==> src/rtl/cmlk_3d_data_unpack.sv <==
// cmlk_3d_data_unpack: splits a 2*HALF_W-bit word stream into a HALF_W-bit sample
// stream (counterpart of the 16->32 packer). Two samples per accepted word, with
// no bubbles when both sides are always ready.
// Optional feature: define CMLK_3D_UNPACK_STAT_EN to add the stat_words port,
// a wrapping 16-bit count of accepted words.
module cmlk_3d_data_unpack #(
  parameter int HALF_W   = 16,
  parameter bit HI_FIRST = 1'b1
) (
  input  logic                clk,
  input  logic                rst_n,
  input  logic [2*HALF_W-1:0] din,
  input  logic                din_vld,
  output logic                din_rdy,
  output logic [HALF_W-1:0]   dout,
  output logic                dout_vld,
  input  logic                dout_rdy
`ifdef CMLK_3D_UNPACK_STAT_EN
  ,
  output logic [15:0]         stat_words
`endif
);

  typedef enum logic [1:0] {ST_EMPTY, ST_FIRST, ST_SECOND} state_t;

  state_t              r_state;
  state_t              w_state_nxt;
  logic [2*HALF_W-1:0] r_word;
  logic                w_cap;
  logic                w_din_rdy;
  logic [HALF_W-1:0]   w_hi;
  logic [HALF_W-1:0]   w_lo;

  assign w_hi = r_word[2*HALF_W-1:HALF_W];
  assign w_lo = r_word[HALF_W-1:0];

  // State register: holds which half of the captured word is pending.
  always_ff @(posedge clk or negedge rst_n) begin
    if (!rst_n) r_state <= ST_EMPTY;
    else        r_state <= w_state_nxt;
  end

  // Next state and input handshake; a new word is only taken once the last half leaves.
  always_comb begin
    w_state_nxt = r_state;
    w_din_rdy   = 1'b0;
    w_cap       = 1'b0;
    case (r_state)
      ST_EMPTY: begin
        w_din_rdy = 1'b1;
        if (din_vld) begin
          w_cap       = 1'b1;
          w_state_nxt = ST_FIRST;
        end
      end
      ST_FIRST: begin
        if (dout_rdy) w_state_nxt = ST_SECOND;
      end
      ST_SECOND: begin
        if (dout_rdy) begin
          w_din_rdy = 1'b1;
          if (din_vld) begin
            w_cap       = 1'b1;
            w_state_nxt = ST_FIRST;
          end else begin
            w_state_nxt = ST_EMPTY;
          end
        end
      end
      default: w_state_nxt = ST_EMPTY;
    endcase
  end

  // Word register: changes only on an input transfer, i.e. after the second half left.
  always_ff @(posedge clk or negedge rst_n) begin
    if (!rst_n)     r_word <= '0;
    else if (w_cap) r_word <= din;
  end

  // Ready is suppressed while reset is asserted so nothing upstream sees a handshake.
  assign din_rdy  = rst_n & w_din_rdy;
  assign dout_vld = (r_state != ST_EMPTY);

  // Output half select; FIRST shows the packer's first sample, SECOND the other half.
  always_comb begin
    dout = '0;
    case (r_state)
      ST_FIRST:  dout = HI_FIRST ? w_hi : w_lo;
      ST_SECOND: dout = HI_FIRST ? w_lo : w_hi;
      default:   dout = '0;
    endcase
  end

`ifdef CMLK_3D_UNPACK_STAT_EN
  logic [15:0] r_stat_words;

  // Accepted-word counter, wraps naturally at 16 bits; cleared only by reset.
  always_ff @(posedge clk or negedge rst_n) begin
    if (!rst_n)               r_stat_words <= '0;
    else if (din_vld && din_rdy) r_stat_words <= r_stat_words + 16'd1;
  end

  assign stat_words = r_stat_words;
`endif

endmodule

==> config.mk <==
export PLATFORM = sky130hd
export DESIGN_NAME = cmlk_3d_data_unpack
export DESIGN_NICKNAME = d
export VERILOG_FILES = /design/src/rtl/cmlk_3d_data_unpack.sv
export SDC_FILE = /design/constraint.sdc
export NUM_CORES = 1
export LEC_CHECK = 0
export CAP_MARGIN = 20
export CORE_UTILIZATION = 42
export CTS_CLUSTER_DIAMETER = 200
export CTS_CLUSTER_SIZE = 20
export DETAILED_ROUTE_END_ITERATION = 16
export HOLD_SLACK_MARGIN = 0.15
export PLACE_DENSITY = 0.76
export SYNTH_ARGS = -nofsm -noshare
export SYNTH_HDL_FRONTEND = slang
export SYNTH_SLANG_ARGS = --single-unit
==> constraint.sdc <==
create_clock -name clk -period 1.5 [get_ports clk]
set_input_delay 0.225 -clock clk [delete_from_list [all_inputs] [get_ports clk]]
set_output_delay 0.225 -clock clk [all_outputs]
set_load 0.02 [all_outputs]
Word level (Yosys, flattened, before mapping):

Cells that the tools add are included.

* RAM bits: 0
* memories kept: 0
* logic and storage cells: 22
* flip-flop bits (word level): 34
* bits in latches: 0
* bits in read-only memories: 0
* bits of input ports: 36
* output and inout bits: 18

* equal/unequal tests: 5
* bitwise operators: 1
* $add $sub $neg: 0
* shift-type cells: 0
* muxes and demuxes: 11
* reductions and logical operators: 3
* $lt $le $gt $ge: 0
* divide/modulo/power cells: 0
* $mul: 0

Operators with widths (count)
* 16-bit case mux with 2 select lines: 1
* 2-bit 2-to-1 mux: 3
* 2-bit != test (second input constant): 3
* 2-bit case mux with 3 select lines: 1
* 1-bit 2-to-1 mux: 4
* 1-bit case mux with 2 select lines: 2
* 3-bit AND reduction: 1
* 2-bit by 1-bit equality test with 1-bit output (second input constant): 1
* 2-bit equality test (second input constant): 1
* 2-bit logical NOT: 1
* 2-bit nonzero test: 1
* 1-bit AND: 1

Depth between registers and ports, before layout:

* depth in word-level cells: 3
* gate-level depth with buffers: 7
* gate-level depth less buffers: 5

Worst setup path before layout:

No wires, ideal clock.

* path type: flip-flop to flip-flop
* start point: register r_state[0]
* end point: register r_word[0]
* setup time: 0.125 ns
* slack: -0.137 ns
* data required time: 1.375 ns
* cell stages (with the launch flop): 7
* data arrival time: 1.512 ns
* buffers on the path: 1
* period minus slack after synthesis: 1.637 ns
* cells stage by stage: dfrtp_1 > inv_1 > ha_1 > o21ai_2 > nor2_4 > buf_6 > mux2_2

* word-level cells in the longest chain between the ends: 2
* elaborated cells between the ends (all ways): 3
* those cells by class: eq/ne: 1; mux: 1; reduce/logical: 1

RTL lines
* start, declared: RTL line 26 `state_t r_state;`
* start signal, assigned: RTL line 40 `else r_state <= w_state_nxt;`
* 2-bit equality test or 2-bit logical NOT (tied branches): RTL line 48 `case (r_state)`
* 1-bit case mux with 2 select lines *: RTL line 48
* end signal, assigned: RTL line 77 `else if (w_cap) r_word <= din;`
* end, declared: RTL line 28 `logic [2*HALF_W-1:0] r_word;`

Mark *: on every way between the ends. The rest lies on a longest branch, timed or not.
A chain may end at the register's enable or synchronous reset.

Worst setup path after layout:

* start point: register r_state[1]
* end point: output port dout[0]

* word-level cells in the longest chain between the ends: 2
* elaborated cells between the ends (all ways): 3
* those cells by class: eq/ne: 2; mux: 1

RTL lines
* 2-bit equality test or 2-bit by 1-bit equality test with 1-bit output (tied branches): RTL line 87 `case (r_state)`
* 16-bit case mux with 2 select lines *: RTL line 87
* end, declared: RTL line 15 `output logic [HALF_W-1:0] dout,`

Marked as above.

==> impl_metrics.json <==
{
  "critical_path.cell_chain": "buf_6, ha_4, buf_6, buf_12, a22oi_2, nor2b_4, buf_6",
  "synth_cells": 128,
  "finalHoldViolCount": 0,
  "layout-area-overhead-vs-synth_pct": 82.5,
  "clockPowerShare": 0.090,
  "tightest_slew_ns": 0.429,
  "cts_root_buf": "clkbuf_8",
  "die_h_um": 66.1,
  "instances_no_fill": 269,
  "grt.overflow.total": 0,
  "hp-class": "in2async",
  "grtUsageTotal": 0.251,
  "drt_iter0_drc": 67,
  "worstSetupEndpointType": "primary output",
  "antenna_found_initial": 0,
  "wire_per_inst_um": 21.0,
  "clock_sinks": 34,
  "crit_type": "reg2out",
  "drive_gt1_frac": 0.638,
  "placed_area_um2": 2440,
  "num_vias": 1400,
  "via_per_inst": 5.20,
  "postSynthNetCount": 171,
  "slowest_delay_ns": 0.45,
  "synthAdderAreaFrac": 0.0507,
  "fin_nets": 263,
  "io_pins": 54,
  "holdWs_ns": 0.389,
  "grt_first_pass_wirelength_um": 7760,
  "cp_slowest_cell": "dfrtp_2",
  "wirelength_um": 5640,
  "fin_crit_ns": 1.92,
  "postSynthAreaPerCell_um2": 13.5,
  "dpl_worst_slack_ns": -0.484,
  "initial_core_util": 0.455,
  "setup_slack_ns": -0.424,
  "dpl.hpwl_um": 2850,
  "final-setup-viol-count": 52,
  "vdd_ir_drop_max_v": 0.00113,
  "layout_worst_path_cycle_share": 1.28,
  "syn_area_um2": 1730,
  "synth_seq_cells": 34,
  "status": "finished with violations",
  "cts_buffer_depth": 2,
  "die_area_um2": 4370,
  "drt-pass1-iter-count": 4,
  "cp.arrival_ns": 1.70,
  "power_frac_comb": 0.658,
  "ys_seq_area_frac": 0.492,
  "row_count": 22,
  "synth_xor_area_frac": 0,
  "clkTransAtPathRegs_ns": 0.07,
  "synth_top_family_by_area": "multiplexers",
  "yosys.area_share.simple": 0.0710,
  "slew_headroom": 0.714,
  "required_ns": 1.27,
  "tns_ns": -18.16,
  "rsz0062_at_grt": "yes",
  "leakagePower_nw": 1.36,
  "power.internal_mw": 4.56,
  "antennaDiodeCount": 0,
  "cp_max_fo": 5,
  "gp_congestion": 0.753,
  "cap_viol_max_count": 0,
  "muxShareOfSynthArea": 0.243,
  "htreeDepth": 2,
  "swShare": 0.358,
  "coreArea_um2": 3800,
  "finClkSkew_ns": 0.00475,
  "critPathLaunchType": "register",
  "placed_cells": 236,
  "synth_cell_types": 19,
  "powerDensity_nw_per_um2": 2250,
  "yosys_warnings": 0,
  "drcViolationCount": 0,
  "cts_buffers": 5,
  "critPathMostFrequentCell": "buf_6",
  "p_seq_frac": 0.253,
  "die_w_um": 66.1,
  "max_freq_mhz": 520,
  "postLayoutCellArea_um2": 3150,
  "drv_slew": 0,
  "portBuffers": 53,
  "grt_max_degree": 35,
  "p_switching_mw": 2.54,
  "clk_latency_ns": 0.28,
  "cts_tree": "done",
  "synth-compound-area-share": 0.0949,
  "ant_nets": 0,
  "failed_checks": "setup timing",
  "grt_pass1_vias": 1589
}
power by group through the flow:
stage / Clock [mW] / Sequential (mW) / Combinational [mW]
after floorplan: 0 / 1.60 / 1.92
after global routing: 0.696 / 1.83 / 4.86
final: 0.636 / 1.79 / 4.67
after detailed placement: 0 / 1.68 / 2.82
after global placement: 0 / 1.64 / 2.72
after CTS: 0.646 / 1.73 / 3.78
placed cells by master (no fill, tap or decap), drive strengths merged:
cell type,count
o22ai,1
clkbuf,7
inv,4
a21boi,1
o21ai,2
dfrtp,34
clkinv,2
nand2,1
a22oi,16
mux2,34
clkdlybuf4s50,35
ha,7
a21oi,1
nor2b,16
nor2,3
buf,57
path summary, 6_finish.rpt:
kind | from | to | slack (ns) | cells after the start
worst max-delay path | r_state[1] | dout[0] | -0.42 | 7
worst min-delay path | rst_n | r_word[5] | 0.39 | 2
worst max register to register | r_state[1] | r_word[12] | -0.40 | 9
worst min register to register | r_word[14] | r_word[14] | 0.53 | 1
max in group asynchronous | rst_n | r_state[1] | 0.78 | 2
min in group clk | r_word[14] | r_word[14] | 0.53 | 1
registers in the layout, indices dropped and copies added (netlist names):
signal   cells
r_word      32
r_state      2
metal layers:
layer  global-route usage  vias up  wire length [um]
met1                0.287      715              2380
li1                     -      634                 -
met2                0.421       39              2940
met5                    0        -                 0
met3               0.0552       12               163
met4                0.160        0               158
Yosys cell counts:
library cell / count / share of area
a21boi_0: 1 / 0.0043
a21oi_4: 1 / 0.0094
a22oi_1: 16 / 0.070
buf_2: 3 / 0.0087
buf_6: 3 / 0.020
buf_8: 1 / 0.0087
clkbuf_1: 1 / 0.0022
dfrtp_1: 34 / 0.49
ha_1: 7 / 0.051
inv_1: 4 / 0.0087
mux2_2: 24 / 0.16
mux2_4: 10 / 0.087
nand2_1: 1 / 0.0022
nor2_1: 2 / 0.0043
nor2_4: 1 / 0.0065
nor2b_1: 16 / 0.058
o21ai_0: 1 / 0.0029
o21ai_2: 1 / 0.0051
o22ai_1: 1 / 0.0036
kinds of logic after synthesis:
kind of cell,Yosys count
buffers and inverters,12
AOI/OAI and AO/OA,21
DFF,34
muxes,34
adders and majority gates,7
and+or+nand+nor,20
worst max-delay path, delay by kind of cell (launching register included):
kind,cells,cell delay [ns]
and+or+nand+nor,1,0.06
adders and majority gates,1,0.17
DFF,1,0.45
AOI/OAI and AO/OA,1,0.21
buffers and inverters,4,0.53
layout make-up:
type                    count  area, um^2
fillers                   168         644
well taps                  48        60.1
clock inverters             2        10.0
clock buffers               6        72.6
inverters                   4        20.0
flip-flops and latches     34         852
repair buffers             93        1050
multi-input cells          82        1090
per-stage QoR:
stage	util	power [mW]
final	0.830	7.10
after global routing	0.830	7.39
after CTS	0.759	6.15
after detailed placement	0.644	4.50
after global placement	0.644	4.36
after floorplan	-	3.52
what timing repair did:
item | CTS | global route
pin swaps | 7 | 10
cloned | 3 | 1
buffers inserted | 16 | 6
hold buffers | 0 | 0
resized for setup | 129 | 55
setup endpoints to repair | 52 | 52
Note: power is estimated with default switching activity, not from simulation.
